### src/rtl/riscv_pkg.sv
// Shared RV32I encodings used by the decode-side fetch control:
// opcodes, branch funct3 values and the canonical NOP.
package riscv_pkg;

   localparam logic [6:0] OP_BRANCH = 7'b1100011;
   localparam logic [6:0] OP_JAL    = 7'b1101111;
   localparam logic [6:0] OP_JALR   = 7'b1100111;
   localparam logic [6:0] OP_LOAD   = 7'b0000011;
   localparam logic [6:0] OP_STORE  = 7'b0100011;
   localparam logic [6:0] OP_R      = 7'b0110011;
   localparam logic [6:0] OP_I      = 7'b0010011;
   localparam logic [6:0] OP_LUI    = 7'b0110111;
   localparam logic [6:0] OP_AUIPC  = 7'b0010111;

   localparam logic [2:0] F3_BEQ  = 3'b000;
   localparam logic [2:0] F3_BNE  = 3'b001;
   localparam logic [2:0] F3_BLT  = 3'b100;
   localparam logic [2:0] F3_BGE  = 3'b101;
   localparam logic [2:0] F3_BLTU = 3'b110;
   localparam logic [2:0] F3_BGEU = 3'b111;

   localparam logic [31:0] NOP_ENC = 32'h0000_0013;

   // A register match that can cause a hazard; x0 is never a dependency.
   function automatic logic reg_hit(input logic [4:0] r, input logic uses_rs1,
                                    input logic uses_rs2, input logic [4:0] rs1,
                                    input logic [4:0] rs2);
      reg_hit = (r != 5'd0) && ((uses_rs1 && (r == rs1)) || (uses_rs2 && (r == rs2)));
   endfunction

endpackage

### src/rtl/branch_unit.sv
// Combinational control-flow resolution for the instruction in ID:
// operand compare, immediate generation, target and taken.
module branch_unit
   import riscv_pkg::*;
(
   input  logic [31:0] i_insn,
   input  logic [31:0] i_pc,
   input  logic [31:0] i_rs1_data,
   input  logic [31:0] i_rs2_data,
   output logic        o_is_cf,
   output logic        o_taken,
   output logic [31:0] o_target
);

   logic [6:0]  w_opcode;
   logic [2:0]  w_funct3;
   logic [31:0] w_imm_b;
   logic [31:0] w_imm_j;
   logic [31:0] w_imm_i;
   logic        w_eq;
   logic        w_lt_s;
   logic        w_lt_u;
   logic        w_br_taken;

   assign w_opcode = i_insn[6:0];
   assign w_funct3 = i_insn[14:12];

   assign w_imm_b = {{20{i_insn[31]}}, i_insn[7], i_insn[30:25], i_insn[11:8], 1'b0};
   assign w_imm_j = {{12{i_insn[31]}}, i_insn[19:12], i_insn[20], i_insn[30:21], 1'b0};
   assign w_imm_i = {{20{i_insn[31]}}, i_insn[31:20]};

   assign w_eq   = (i_rs1_data == i_rs2_data);
   assign w_lt_s = ($signed(i_rs1_data) < $signed(i_rs2_data));
   assign w_lt_u = (i_rs1_data < i_rs2_data);

   always_comb begin
      w_br_taken = 1'b0;
      case (w_funct3)
         F3_BEQ:  w_br_taken = w_eq;
         F3_BNE:  w_br_taken = !w_eq;
         F3_BLT:  w_br_taken = w_lt_s;
         F3_BGE:  w_br_taken = !w_lt_s;
         F3_BLTU: w_br_taken = w_lt_u;
         F3_BGEU: w_br_taken = !w_lt_u;
         default: w_br_taken = 1'b0;
      endcase
   end

   always_comb begin
      o_is_cf  = 1'b0;
      o_taken  = 1'b0;
      o_target = 32'd0;
      case (w_opcode)
         OP_BRANCH: begin
            o_is_cf  = 1'b1;
            o_taken  = w_br_taken;
            o_target = i_pc + w_imm_b;
         end
         OP_JAL: begin
            o_is_cf  = 1'b1;
            o_taken  = 1'b1;
            o_target = i_pc + w_imm_j;
         end
         OP_JALR: begin
            o_is_cf  = 1'b1;
            o_taken  = 1'b1;
            o_target = (i_rs1_data + w_imm_i) & ~32'd1;
         end
         default: ;
      endcase
   end

endmodule

### src/rtl/id_fetch_ctrl.sv
// IF/ID pipeline register with hazard detection, redirect generation and
// saturating stall/flush event counters.
module id_fetch_ctrl
   import riscv_pkg::*;
#(
   parameter logic [31:0] NOP_INSN = NOP_ENC,
   parameter int          CNT_W    = 16
) (
   input  logic             clk,
   input  logic             reset,
   input  logic [31:0]      PC_IF,
   input  logic [31:0]      INSTRUCTION_IF,
   input  logic             ID_EX_MemRead,
   input  logic             ID_EX_RegWrite,
   input  logic [4:0]       ID_EX_rd,
   input  logic             EX_MEM_MemRead,
   input  logic [4:0]       EX_MEM_rd,
   input  logic [31:0]      RS1_DATA,
   input  logic [31:0]      RS2_DATA,
   output logic             PC_write,
   output logic             PCSrc,
   output logic [31:0]      PC_Branch,
   output logic [31:0]      PC_ID,
   output logic [31:0]      INSTRUCTION_ID,
   output logic             VALID_ID,
   output logic             BUBBLE_ID,
   output logic [CNT_W-1:0] STALL_CNT,
   output logic [CNT_W-1:0] FLUSH_CNT
);

   logic [31:0]      r_pc_id;
   logic [31:0]      r_insn_id;
   logic             r_valid_id;
   logic [CNT_W-1:0] r_stall_cnt;
   logic [CNT_W-1:0] r_flush_cnt;

   logic [6:0]  w_opcode;
   logic [4:0]  w_rs1;
   logic [4:0]  w_rs2;
   logic        w_uses_rs1;
   logic        w_uses_rs2;
   logic        w_cf_needs_ops;
   logic        w_hit_ex;
   logic        w_hit_mem;
   logic        w_stall;
   logic        w_is_cf;
   logic        w_taken;
   logic [31:0] w_target;
   logic        w_redirect;

   assign w_opcode = r_insn_id[6:0];
   assign w_rs1    = r_insn_id[19:15];
   assign w_rs2    = r_insn_id[24:20];

   assign w_uses_rs1 = (w_opcode != OP_LUI) && (w_opcode != OP_AUIPC) && (w_opcode != OP_JAL);
   assign w_uses_rs2 = (w_opcode == OP_R) || (w_opcode == OP_STORE) || (w_opcode == OP_BRANCH);
   assign w_cf_needs_ops = (w_opcode == OP_BRANCH) || (w_opcode == OP_JALR);

   assign w_hit_ex  = reg_hit(ID_EX_rd, w_uses_rs1, w_uses_rs2, w_rs1, w_rs2);
   assign w_hit_mem = reg_hit(EX_MEM_rd, w_uses_rs1, w_uses_rs2, w_rs1, w_rs2);

   // Branches and JALR resolve in ID, so they also wait on any EX writer and on a load in MEM.
   assign w_stall = r_valid_id &&
                    ((ID_EX_MemRead && w_hit_ex) ||
                     (w_cf_needs_ops && ((ID_EX_RegWrite && w_hit_ex) ||
                                         (EX_MEM_MemRead && w_hit_mem))));

   branch_unit u_branch (
      .i_insn     (r_insn_id),
      .i_pc       (r_pc_id),
      .i_rs1_data (RS1_DATA),
      .i_rs2_data (RS2_DATA),
      .o_is_cf    (w_is_cf),
      .o_taken    (w_taken),
      .o_target   (w_target)
   );

   assign w_redirect = r_valid_id && w_taken && !w_stall;

   always_ff @(posedge clk) begin
      if (!reset) begin
         r_pc_id     <= 32'd0;
         r_insn_id   <= NOP_INSN;
         r_valid_id  <= 1'b0;
         r_stall_cnt <= '0;
         r_flush_cnt <= '0;
      end else if (w_stall) begin
         if (r_stall_cnt != {CNT_W{1'b1}}) r_stall_cnt <= r_stall_cnt + 1'b1;
      end else if (w_redirect) begin
         r_pc_id    <= PC_IF;
         r_insn_id  <= NOP_INSN;
         r_valid_id <= 1'b0;
         if (r_flush_cnt != {CNT_W{1'b1}}) r_flush_cnt <= r_flush_cnt + 1'b1;
      end else begin
         r_pc_id    <= PC_IF;
         r_insn_id  <= INSTRUCTION_IF;
         r_valid_id <= 1'b1;
      end
   end

   assign PC_write       = !w_stall;
   assign BUBBLE_ID      = w_stall;
   assign PCSrc          = w_redirect;
   assign PC_Branch      = w_is_cf ? w_target : 32'd0;
   assign PC_ID          = r_pc_id;
   assign INSTRUCTION_ID = r_insn_id;
   assign VALID_ID       = r_valid_id;
   assign STALL_CNT      = r_stall_cnt;
   assign FLUSH_CNT      = r_flush_cnt;

endmodule

### config.mk
export PLATFORM = sky130hd
export DESIGN_NAME = id_fetch_ctrl
export DESIGN_NICKNAME = d
export VERILOG_FILES = /design/src/rtl/riscv_pkg.sv /design/src/rtl/branch_unit.sv /design/src/rtl/id_fetch_ctrl.sv
export SDC_FILE = /design/constraint.sdc
export NUM_CORES = 1
export LEC_CHECK = 0
export ABC_CLOCK_PERIOD_IN_PS = 11800
export BUFFER_PORTS_ARGS = -buffer_cell sky130_fd_sc_hd__buf_2
export CAP_MARGIN = 20
export CORE_ASPECT_RATIO = 2
export CORE_MARGIN = 8
export CORE_UTILIZATION = 50
export DETAILED_ROUTE_END_ITERATION = 12
export MAX_ROUTING_LAYER = met4
export PLACE_DENSITY = 0.79
export REMOVE_ABC_BUFFERS = 1
export SYNTH_ARGS = -nofsm -noshare
export SYNTH_HDL_FRONTEND = slang
export SYNTH_SLANG_ARGS = --single-unit
### constraint.sdc
create_clock -name clk -period 11.8 [get_ports clk]
set_input_delay 0.59 -clock clk [delete_from_list [all_inputs] [get_ports clk]]
set_output_delay 0.59 -clock clk [all_outputs]
set_load 0.02 [all_outputs]
Word level (Yosys, flattened, before mapping):

Cells that the tools add are included.

* $add $sub $neg: 5
* magnitude comparators: 2
* equality and inequality tests: 20
* multiplexer cells: 7
* bitwise gates (word level): 1
* reduce and logical (&&, ||, !) cells: 33

Operators with widths (number)
* adder 32 bit: 3
* one-hot mux 32 bit (3 select lines): 1
* less-than comparator 32 bit: 2
* 2-to-1 mux 32 bit: 2
* adder 16 x 1 -> 16 bit, second input constant: 2
* equality test 32 bit: 1
* != test 16 bit, second input constant: 2
* equality test 7 bit, second input constant: 3
* equality test 5 bit: 4
* logical AND 1 bit: 15
* equality test 7 x 6 -> 1 bit, second input constant: 2
* equality test 3 bit, second input constant: 4
* nonzero test 5 bit: 2
* logical OR 1 bit: 7
* != test 7 x 5 -> 1 bit, second input constant: 1
* != test 7 x 6 -> 1 bit, second input constant: 1
* != test 7 bit, second input constant: 1
* one-hot mux 1 bit (6 select lines): 1
* zero test 1 bit: 4
* equality test 3 x 1 -> 1 bit, second input constant: 1
* zero test 3 bit: 1
* AND reduction 3 bit: 1
* OR reduction 3 bit: 1
* 2-to-1 mux 1 bit: 2
* 4 further kinds: 4

* register bits after elaboration: 97
* bits of input ports: 143
* output and inout bits: 132
* logic and storage cells: 73

Longest topological paths before layout:

Gate-level depths: netlist of run 1.

* depth in word-level cells: 14
* depth in mapped cells: 18
* depth with buffers taken out: 16

Cells and area by module:

A second synthesis of run 1 with hierarchy kept.

* cells, all modules: 1142
* area, all modules: 8819.7 um^2

By module, submodules not included
* id_fetch_ctrl: times used 1, cells each 512, area an instance 4445.5 um^2, seq. area each 1941.9 um^2
* branch_unit: times used 1, cells each 630, area an instance 4374.2 um^2, seq. area each 0.0 um^2

Least setup slack after synthesis of run 1:

No wires, ideal clock.

* kind: register to output
* start point: reg r_insn_id[1] (netlist: INSTRUCTION_ID[1])
* end point: out PC_Branch[29]
* arrival: 4.110 ns
* data required time: 11.210 ns
* setup slack: 7.100 ns
* stages on the path, launching flop included: 17
* buffers on the path: 2
* cell sequence: dfxtp_1 -> nand3_1 -> nor2_1 -> and3_1 -> clkbuf_1 -> clkbuf_1 -> mux2_2 -> ha_1 -> o21a_1 -> o311ai_0 -> a221oi_1 -> a31o_2 -> a41oi_1 -> o21a_1 -> a31o_2 -> xor2_1 -> o22ai_1

* word-level cells in the longest chain between the ends: 4
* elaborated cells between the ends (all ways): 7
* those cells by class: eq/ne: 3; mux: 3; reduce/logical: 1

Ends and longest elaborated chain
* start, declared: RTL line id_fetch_ctrl.sv:32 `logic [31:0] r_insn_id;`
* start signal, assigned: RTL line id_fetch_ctrl.sv:83 `r_insn_id <= NOP_INSN;`
* start signal, assigned: RTL line id_fetch_ctrl.sv:91 `r_insn_id <= NOP_INSN;`
* start signal, assigned: RTL line id_fetch_ctrl.sv:96 `r_insn_id <= INSTRUCTION_IF;`
* equality test 7 bit: RTL line branch_unit.sv:53 `case (w_opcode)`
* OR reduction 3 bit (no source line)
* 2-to-1 mux 1 bit: RTL line branch_unit.sv:53
* 2-to-1 mux 32 bit *: RTL line id_fetch_ctrl.sv:104 `assign PC_Branch = w_is_cf ? w_target : 32'd0;`
* end, declared: RTL line id_fetch_ctrl.sv:22 `output logic [31:0] PC_Branch,`

Mark *: on every way between the ends. The rest lies on a longest branch, timed or not.

Final worst setup path of run 1:

* start point: reg r_insn_id[4] (netlist: INSTRUCTION_ID[4])
* end point: out PC_Branch[29]

The elaborated chain is that of the path after synthesis.

==> results of run 1 <==
-- cells by family after synthesis --
group	Yosys count	share of synthesized area
muxes	46	0.0557
buffers and inverters	88	0.0423
xor gates and xnor gates	87	0.0909
DFF	97	0.232
AOI/OAI and AO/OA	298	0.243
and+or+nand+nor	296	0.191
adders and majority gates	96	0.145
-- power breakdown --
part	switching [mW]	internal, mW
Combinational	0.150	0.116
Sequential	0.0180	0.340
Clock	0.137	0.173
Total	0.305	0.629
-- worst max path at each step --
| stage | from | to | slack, ns | cells past startpoint |
|---|---|---|---|---|
| floorplan | INSTRUCTION_ID[1]$_SDFFE_PN1N_ | PC_Branch[29] | 7.17 | 16 |
| global placement | INSTRUCTION_ID[4]$_SDFFE_PN1N_ | PC_Branch[31] | 6.86 | 17 |
| detailed placement | INSTRUCTION_ID[4]$_SDFFE_PN1N_ | PC_Branch[31] | 6.70 | 17 |
| CTS | INSTRUCTION_ID[4]$_SDFFE_PN1N_ | PC_Branch[31] | 6.30 | 17 |
| global route | INSTRUCTION_ID[1]$_SDFFE_PN1N_ | PC_Branch[29] | 5.94 | 17 |
| finish | INSTRUCTION_ID[4]$_SDFFE_PN1N_ | PC_Branch[29] | 6.25 | 17 |
-- worst register-to-register path, cell delays in order, from the launching register on --
cell and delay (ns):
sky130_fd_sc_hd__dfxtp_1 0.39, sky130_fd_sc_hd__nand3_1 0.14, sky130_fd_sc_hd__a2111oi_1 0.62, sky130_fd_sc_hd__nand4_1 0.17, sky130_fd_sc_hd__a211oi_1 0.38, sky130_fd_sc_hd__o21ai_1 0.29
sky130_fd_sc_hd__inv_2 0.38, sky130_fd_sc_hd__o2111a_1 0.37, sky130_fd_sc_hd__nor3b_1 0.26, sky130_fd_sc_hd__xor2_1 0.09, sky130_fd_sc_hd__and2_1 0.16
-- cell type report --
| type | instances | share of cell area |
|---|---|---|
| sequential | 97 | 0.189 |
| clock inverter | 5 | 0.00658 |
| tap | 207 | 0.0252 |
| clock buffer | 10 | 0.0233 |
| antenna | 2 | 0.000488 |
| multi-input combinational | 823 | 0.593 |
| inverter | 53 | 0.0194 |
| timing repair buffer | 282 | 0.142 |
-- metrics by stage --
stage	util	cell area [um2]
detailed placement	0.596	9900
global route	0.618	10300
global placement	0.596	9900
finish	0.618	10300
CTS	0.615	10200
floorplan	-	8220
-- routing by layer --
layer,routed length [um],global-route usage
met5,0,-
met4,743,0.0875
met1,11400,0.300
met2,13300,0.428
met3,2530,0.0640
-- synthesized netlist by cell type (3+ instances only) --
| cell | count |
|---|---|
| sky130_fd_sc_hd__xnor2_1 | 44 |
| sky130_fd_sc_hd__nand2b_1 | 15 |
| sky130_fd_sc_hd__or3_1 | 12 |
| sky130_fd_sc_hd__a21boi_1 | 3 |
| sky130_fd_sc_hd__a32o_1 | 3 |
| sky130_fd_sc_hd__and2_1 | 26 |
| sky130_fd_sc_hd__o21ai_0 | 46 |
| sky130_fd_sc_hd__a2111oi_0 | 3 |
| sky130_fd_sc_hd__o21bai_1 | 8 |
| sky130_fd_sc_hd__a211oi_1 | 11 |
| sky130_fd_sc_hd__o211ai_1 | 6 |
| sky130_fd_sc_hd__dfxtp_1 | 97 |
| sky130_fd_sc_hd__a31o_2 | 4 |
| sky130_fd_sc_hd__o21a_1 | 9 |
| sky130_fd_sc_hd__mux2i_1 | 41 |
| sky130_fd_sc_hd__o22ai_1 | 22 |
| sky130_fd_sc_hd__inv_1 | 52 |
| sky130_fd_sc_hd__nor2b_1 | 42 |
| sky130_fd_sc_hd__clkbuf_1 | 23 |
| sky130_fd_sc_hd__and4_1 | 4 |
| sky130_fd_sc_hd__ha_1 | 94 |
| sky130_fd_sc_hd__a21oi_1 | 64 |
| sky130_fd_sc_hd__nor2_1 | 43 |
| sky130_fd_sc_hd__buf_2 | 7 |
| sky130_fd_sc_hd__nor4_1 | 4 |
| sky130_fd_sc_hd__xor2_1 | 43 |
| sky130_fd_sc_hd__a22o_1 | 31 |
| sky130_fd_sc_hd__nand2_1 | 58 |
| sky130_fd_sc_hd__nand3_1 | 22 |
| sky130_fd_sc_hd__mux2_2 | 5 |
| sky130_fd_sc_hd__a221oi_1 | 4 |
| sky130_fd_sc_hd__nor3_1 | 16 |
| sky130_fd_sc_hd__buf_4 | 4 |
| sky130_fd_sc_hd__and3_1 | 16 |
| sky130_fd_sc_hd__a21o_1 | 35 |
| sky130_fd_sc_hd__a211o_1 | 5 |
| sky130_fd_sc_hd__nand4_1 | 20 |
| sky130_fd_sc_hd__a31oi_1 | 9 |
| sky130_fd_sc_hd__o31ai_1 | 4 |
| sky130_fd_sc_hd__or4_1 | 6 |
| sky130_fd_sc_hd__a21boi_0 | 7 |
| sky130_fd_sc_hd__nor3b_1 | 6 |
-- flip-flops by register name (all words and copies together) (netlist names) --
register        count
INSTRUCTION_ID     32
VALID_ID            1
STALL_CNT          16
PC_ID              32
FLUSH_CNT          16
==> impl_metrics.json, run 1 <==
{
  "run_status": "complete, no violations",
  "netlist_cell_types": 69,
  "power_per_cell_area_mw_per_mm2": 91.0,
  "timing.final.setup_violations": 0,
  "synth_top_cells_by_area": "sky130_fd_sc_hd__dfxtp_1 (23%), sky130_fd_sc_hd__ha_1 (14%), sky130_fd_sc_hd__mux2i_1 (4.9%)",
  "timing.critical_path.cells": "nand2b_1 > nor2_1 > and3_1 > mux2_2 > ha_1 > inv_1 > fa_1 > nor2b_1 > o311ai_0 > a221oi_1 > a31o_2 > a41oi_1 > o21a_1 > a31o_2 > xor2_1 > o22ai_1 > buf_2",
  "max_slew.worst_pin.slew_ns": 0.855,
  "postSynthRegisterBits": 97,
  "route.antenna.remaining_nets": 0,
  "sequential_cell_area_mm2": 0.00194,
  "io_buffers": 274,
  "first_pass_iters": 7,
  "cp.buffers_inverters": 2,
  "final_hold_viol_count": 0,
  "total_grt_usage": 0.260,
  "cap_violations": 0,
  "ctsResizeCount": 0,
  "mappedNetlistArea_mm2": 0.00838,
  "design_power_total_uw": 934,
  "timing.final.crit_period_ns": 5.55,
  "drt_first_iter_violations": 458,
  "fp.dieArea_mm2": 0.0214,
  "die_h_um": 199,
  "grt_pass1_wl_um": 43900,
  "syn_area_per_cell_um2": 8.31,
  "crit_path_frequent_cell": "sky130_fd_sc_hd__a31o_2",
  "synth.largest_area_cell": "sky130_fd_sc_hd__dfxtp_1",
  "setup_repair_after_global_routing_missed_its_margin": "no",
  "hpwl_um": 22500,
  "final_common_cell": "sky130_fd_sc_hd__buf_2",
  "initial_antenna_violation_count": 2,
  "vdd_drop_max_v": 0.000113,
  "sequential_share_of_the_synthesized_area": 0.232,
  "path_delay_family": "compound AO/OA/AOI/OAI gates",
  "min_period_over_period": 0.470,
  "fmaxAchievable_mhz": 180,
  "drc": 0,
  "wl_per_cell_um": 18.9,
  "rows": 67,
  "cts_setup_buffers": 0,
  "worstHoldPathType": "in -> reg",
  "whs_ns": 0.450,
  "worst_path_largest_cell_delay_ns": 0.55,
  "finalNetCount": 1505,
  "global_route.overflow_total": 0,
  "multi_input_gate_area_mm2": 0.00609,
  "worst_slack_ns": 6.25,
  "totalWireLength_um": 27900,
  "tritoncts_num_sinks": 97,
  "dp_cells": 1459,
  "placement.setup.worst_slack_ns": 6.70,
  "initial_utilization": 0.505,
  "synth_ff_type": "sky130_fd_sc_hd__dfxtp_1",
  "hold_depth": 2,
  "htree_levels": 3,
  "relSlewSlack": 0.430,
  "reg2reg_setup_slack_ns": 8.46,
  "tritoncts_clock_tree": "yes",
  "clock-skew-final_ns": 0.0120,
  "hold_buffers": 0,
  "yosysWarnings": 0,
  "die_width_um": 108,
  "async_reset_ff_frac": 0,
  "crit_path_start_kind": "register",
  "crit_path_top_delay_cell": "sky130_fd_sc_hd__and3_1",
  "n_fill_cell": 1512,
  "path_clk_slew_ns": 0.08,
  "grt_max_degree": 77,
  "area_delta_synth_final_pct": 22.5,
  "routed_via_density": 5.87,
  "synth_largest_type_area_fraction": 0.232,
  "cp_max_fo": 14,
  "via_count": 8684,
  "clock_latency_late_sink_ns": 0.35,
  "most-common-layout-cells": "sky130_fd_sc_hd__buf_2 (275), sky130_fd_sc_hd__dfxtp_1 (97), sky130_fd_sc_hd__ha_1 (94), sky130_fd_sc_hd__a21oi_1 (64), sky130_fd_sc_hd__nand2_1 (58)",
  "post_route_cells_drive_above_1_share": 0.247,
  "r2r_depth": 10,
  "fin_cells": 1479,
  "ioPinCount": 275,
  "regToRegEndpoint": "STALL_CNT[15]$_SDFFE_PN0P_",
  "setup-tns-final_ns": 0,
  "clock-root-buffer": "sky130_fd_sc_hd__clkbuf_16",
  "hold_end": "INSTRUCTION_ID[10]$_SDFFE_PN0N_",
  "r2r_start": "INSTRUCTION_ID[1]$_SDFFE_PN1N_",
  "worst_hold_launch": "INSTRUCTION_IF[10]",
  "cts_made_buffers": 9,
  "maxSlewViolCount": 0,
  "required_ns": 11.21,
  "routability_congestion": 0.947,
  "synth_enable_flop_cells": 0,
  "worst-setup-path-type": "reg -> out",
  "arrival_time_of_data_at_the_critical_path_endpoint_ns": 4.96,
  "core_area_mm2": 0.0166,
  "clockBufferDepth": 2,
  "first_global_vias": 8763,
  "timing.critical_path.to_type": "primary output",
  "synth_cells": 1008,
  "cellLeakagePower_nw": 5.13
}
Note: power is estimated with default switching activity, not from simulation.
==> run 2: changes to the inputs <==
- ABC_CLOCK_PERIOD_IN_PS: 11800 -> 5400
- clock period: 11.8 -> 5.4 ns (I/O delays scaled with it)
==> impl_metrics.json, run 2 (same netlist as run 1, synthesis figures left out) <==
{
  "tritoncts_clock_tree": "yes",
  "grt_max_degree": 70,
  "die_width_um": 108,
  "global_route.overflow_total": 0,
  "arrival_time_of_data_at_the_critical_path_endpoint_ns": 4.72,
  "path_clk_slew_ns": 0.07,
  "clockBufferDepth": 2,
  "timing.final.crit_period_ns": 4.99,
  "timing.critical_path.to_type": "primary output",
  "first_pass_iters": 8,
  "die_h_um": 199,
  "fmaxAchievable_mhz": 200,
  "cap_violations": 0,
  "cts_made_buffers": 9,
  "totalWireLength_um": 28100,
  "io_buffers": 274,
  "clock_latency_late_sink_ns": 0.36,
  "final_common_cell": "sky130_fd_sc_hd__buf_2",
  "post_route_cells_drive_above_1_share": 0.248,
  "clock-root-buffer": "sky130_fd_sc_hd__clkbuf_16",
  "drt_first_iter_violations": 488,
  "grt_pass1_wl_um": 44100,
  "final_hold_viol_count": 0,
  "vdd_drop_max_v": 0.000223,
  "relSlewSlack": 0.317,
  "tritoncts_num_sinks": 97,
  "multi_input_gate_area_mm2": 0.00609,
  "design_power_total_mw": 2.03,
  "required_ns": 5.13,
  "finalNetCount": 1506,
  "sequential_cell_area_mm2": 0.00194,
  "core_area_mm2": 0.0166,
  "ioPinCount": 275,
  "routed_via_density": 5.90,
  "initial_utilization": 0.505,
  "run_status": "complete, no violations",
  "area_delta_synth_final_pct": 22.4,
  "clock-skew-final_ns": 0.0161,
  "crit_path_start_kind": "register",
  "most-common-layout-cells": "sky130_fd_sc_hd__buf_2 (274), sky130_fd_sc_hd__dfxtp_1 (97), sky130_fd_sc_hd__ha_1 (94), sky130_fd_sc_hd__a21oi_1 (64), sky130_fd_sc_hd__nand2_1 (58)",
  "setup-tns-final_ns": 0,
  "max_slew.worst_pin.slew_ns": 1.02,
  "wl_per_cell_um": 19.0,
  "power_per_cell_area_mw_per_mm2": 198,
  "timing.final.setup_violations": 0,
  "route.antenna.remaining_nets": 0,
  "min_period_over_period": 0.924,
  "cp_max_fo": 14,
  "total_grt_usage": 0.262,
  "htree_levels": 3,
  "cellLeakagePower_nw": 5.13,
  "hpwl_um": 22900,
  "initial_antenna_violation_count": 2,
  "drc": 0,
  "routability_congestion": 0.970,
  "via_count": 8731,
  "fp.dieArea_mm2": 0.0214,
  "rows": 67,
  "worst-setup-path-type": "reg -> out",
  "first_global_vias": 8740,
  "maxSlewViolCount": 0,
  "n_fill_cell": 1481,
  "worstHoldPathType": "in -> reg",
  "setup_repair_after_global_routing_missed_its_margin": "no"
}
==> run 2: path summary, 6_finish.rpt <==
check                            startpoint                               to  slack (ns)  cells past startpoint
min                       INSTRUCTION_IF[2]   INSTRUCTION_ID[2]$_SDFFE_PN0N_        0.13                      2
max reg2reg  INSTRUCTION_ID[5]$_SDFFE_PN0N_  INSTRUCTION_ID[11]$_SDFFE_PN0N_        1.89                     10
min reg2reg      FLUSH_CNT[11]$_SDFFE_PN0P_       FLUSH_CNT[11]$_SDFFE_PN0P_        0.49                      2
max          INSTRUCTION_ID[6]$_SDFFE_PN0N_                    PC_Branch[29]        0.41                     17
==> run 2: layout make-up <==
cell class | count | share of cell area
tap | 207 | 0.0253
clock buffer | 10 | 0.0223
inverter | 53 | 0.0194
clock inverter | 6 | 0.00696
timing repair buffer | 283 | 0.142
multi-input combinational | 823 | 0.594
sequential | 97 | 0.189
antenna | 2 | 0.000488
==> run 2: repair_timing <==
action / in CTS / in global routing
buffers inserted: 0 / 0
setup endpoints to repair: 0 / 4
gates resized for setup: 0 / 2
hold buffers: 0 / 0
==> run 2: critical path, stage by stage, from the launching register on <==
cell and delay (ns):
sky130_fd_sc_hd__dfxtp_1 0.42, sky130_fd_sc_hd__nand2b_1 0.11, sky130_fd_sc_hd__nor2_1 0.25, sky130_fd_sc_hd__and3_2 0.42, sky130_fd_sc_hd__mux2_2 0.21, sky130_fd_sc_hd__ha_1 0.18, sky130_fd_sc_hd__inv_1 0.07, sky130_fd_sc_hd__fa_1 0.41
sky130_fd_sc_hd__nor2b_1 0.18, sky130_fd_sc_hd__o311ai_1 0.14, sky130_fd_sc_hd__a221oi_1 0.49, sky130_fd_sc_hd__a31o_2 0.26, sky130_fd_sc_hd__a41oi_1 0.22, sky130_fd_sc_hd__o21a_1 0.29, sky130_fd_sc_hd__a31o_2 0.27, sky130_fd_sc_hd__xor2_1 0.14
sky130_fd_sc_hd__o22ai_1 0.11, sky130_fd_sc_hd__buf_2 0.20
==> run 2: stage by stage <==
stage | setup WS [ns] | area [um2] | hold WS, ns | cells | utilization
final | 0.410 | 10300 | 0.132 | 1481 | 0.618
after global routing | 0.0221 | 10300 | 0.132 | 1481 | 0.618
after CTS | 0.162 | 10200 | 0.121 | 1478 | 0.616
after detailed placement | 0.575 | 9920 | 0.482 | 1462 | 0.598
after global placement | 0.774 | 9920 | 0.465 | 1462 | 0.598
after floorplan | 1.09 | 8220 | 0.392 | 973 | -
==> run 2: metal layers <==
metal	wire [um]	share of wire	vias up	GRT usage
met5	0	0	-	-
met4	791	0.028	0	0.0973
met3	2400	0.085	60	0.0598
met2	13300	0.47	404	0.425
met1	11600	0.41	4027	0.309
li1	-	-	4240	-
==> run 2: power breakdown <==
group	internal, mW	switching (mW)
Sequential	0.743	0.0436
Clock	0.365	0.299
Combinational	0.255	0.326
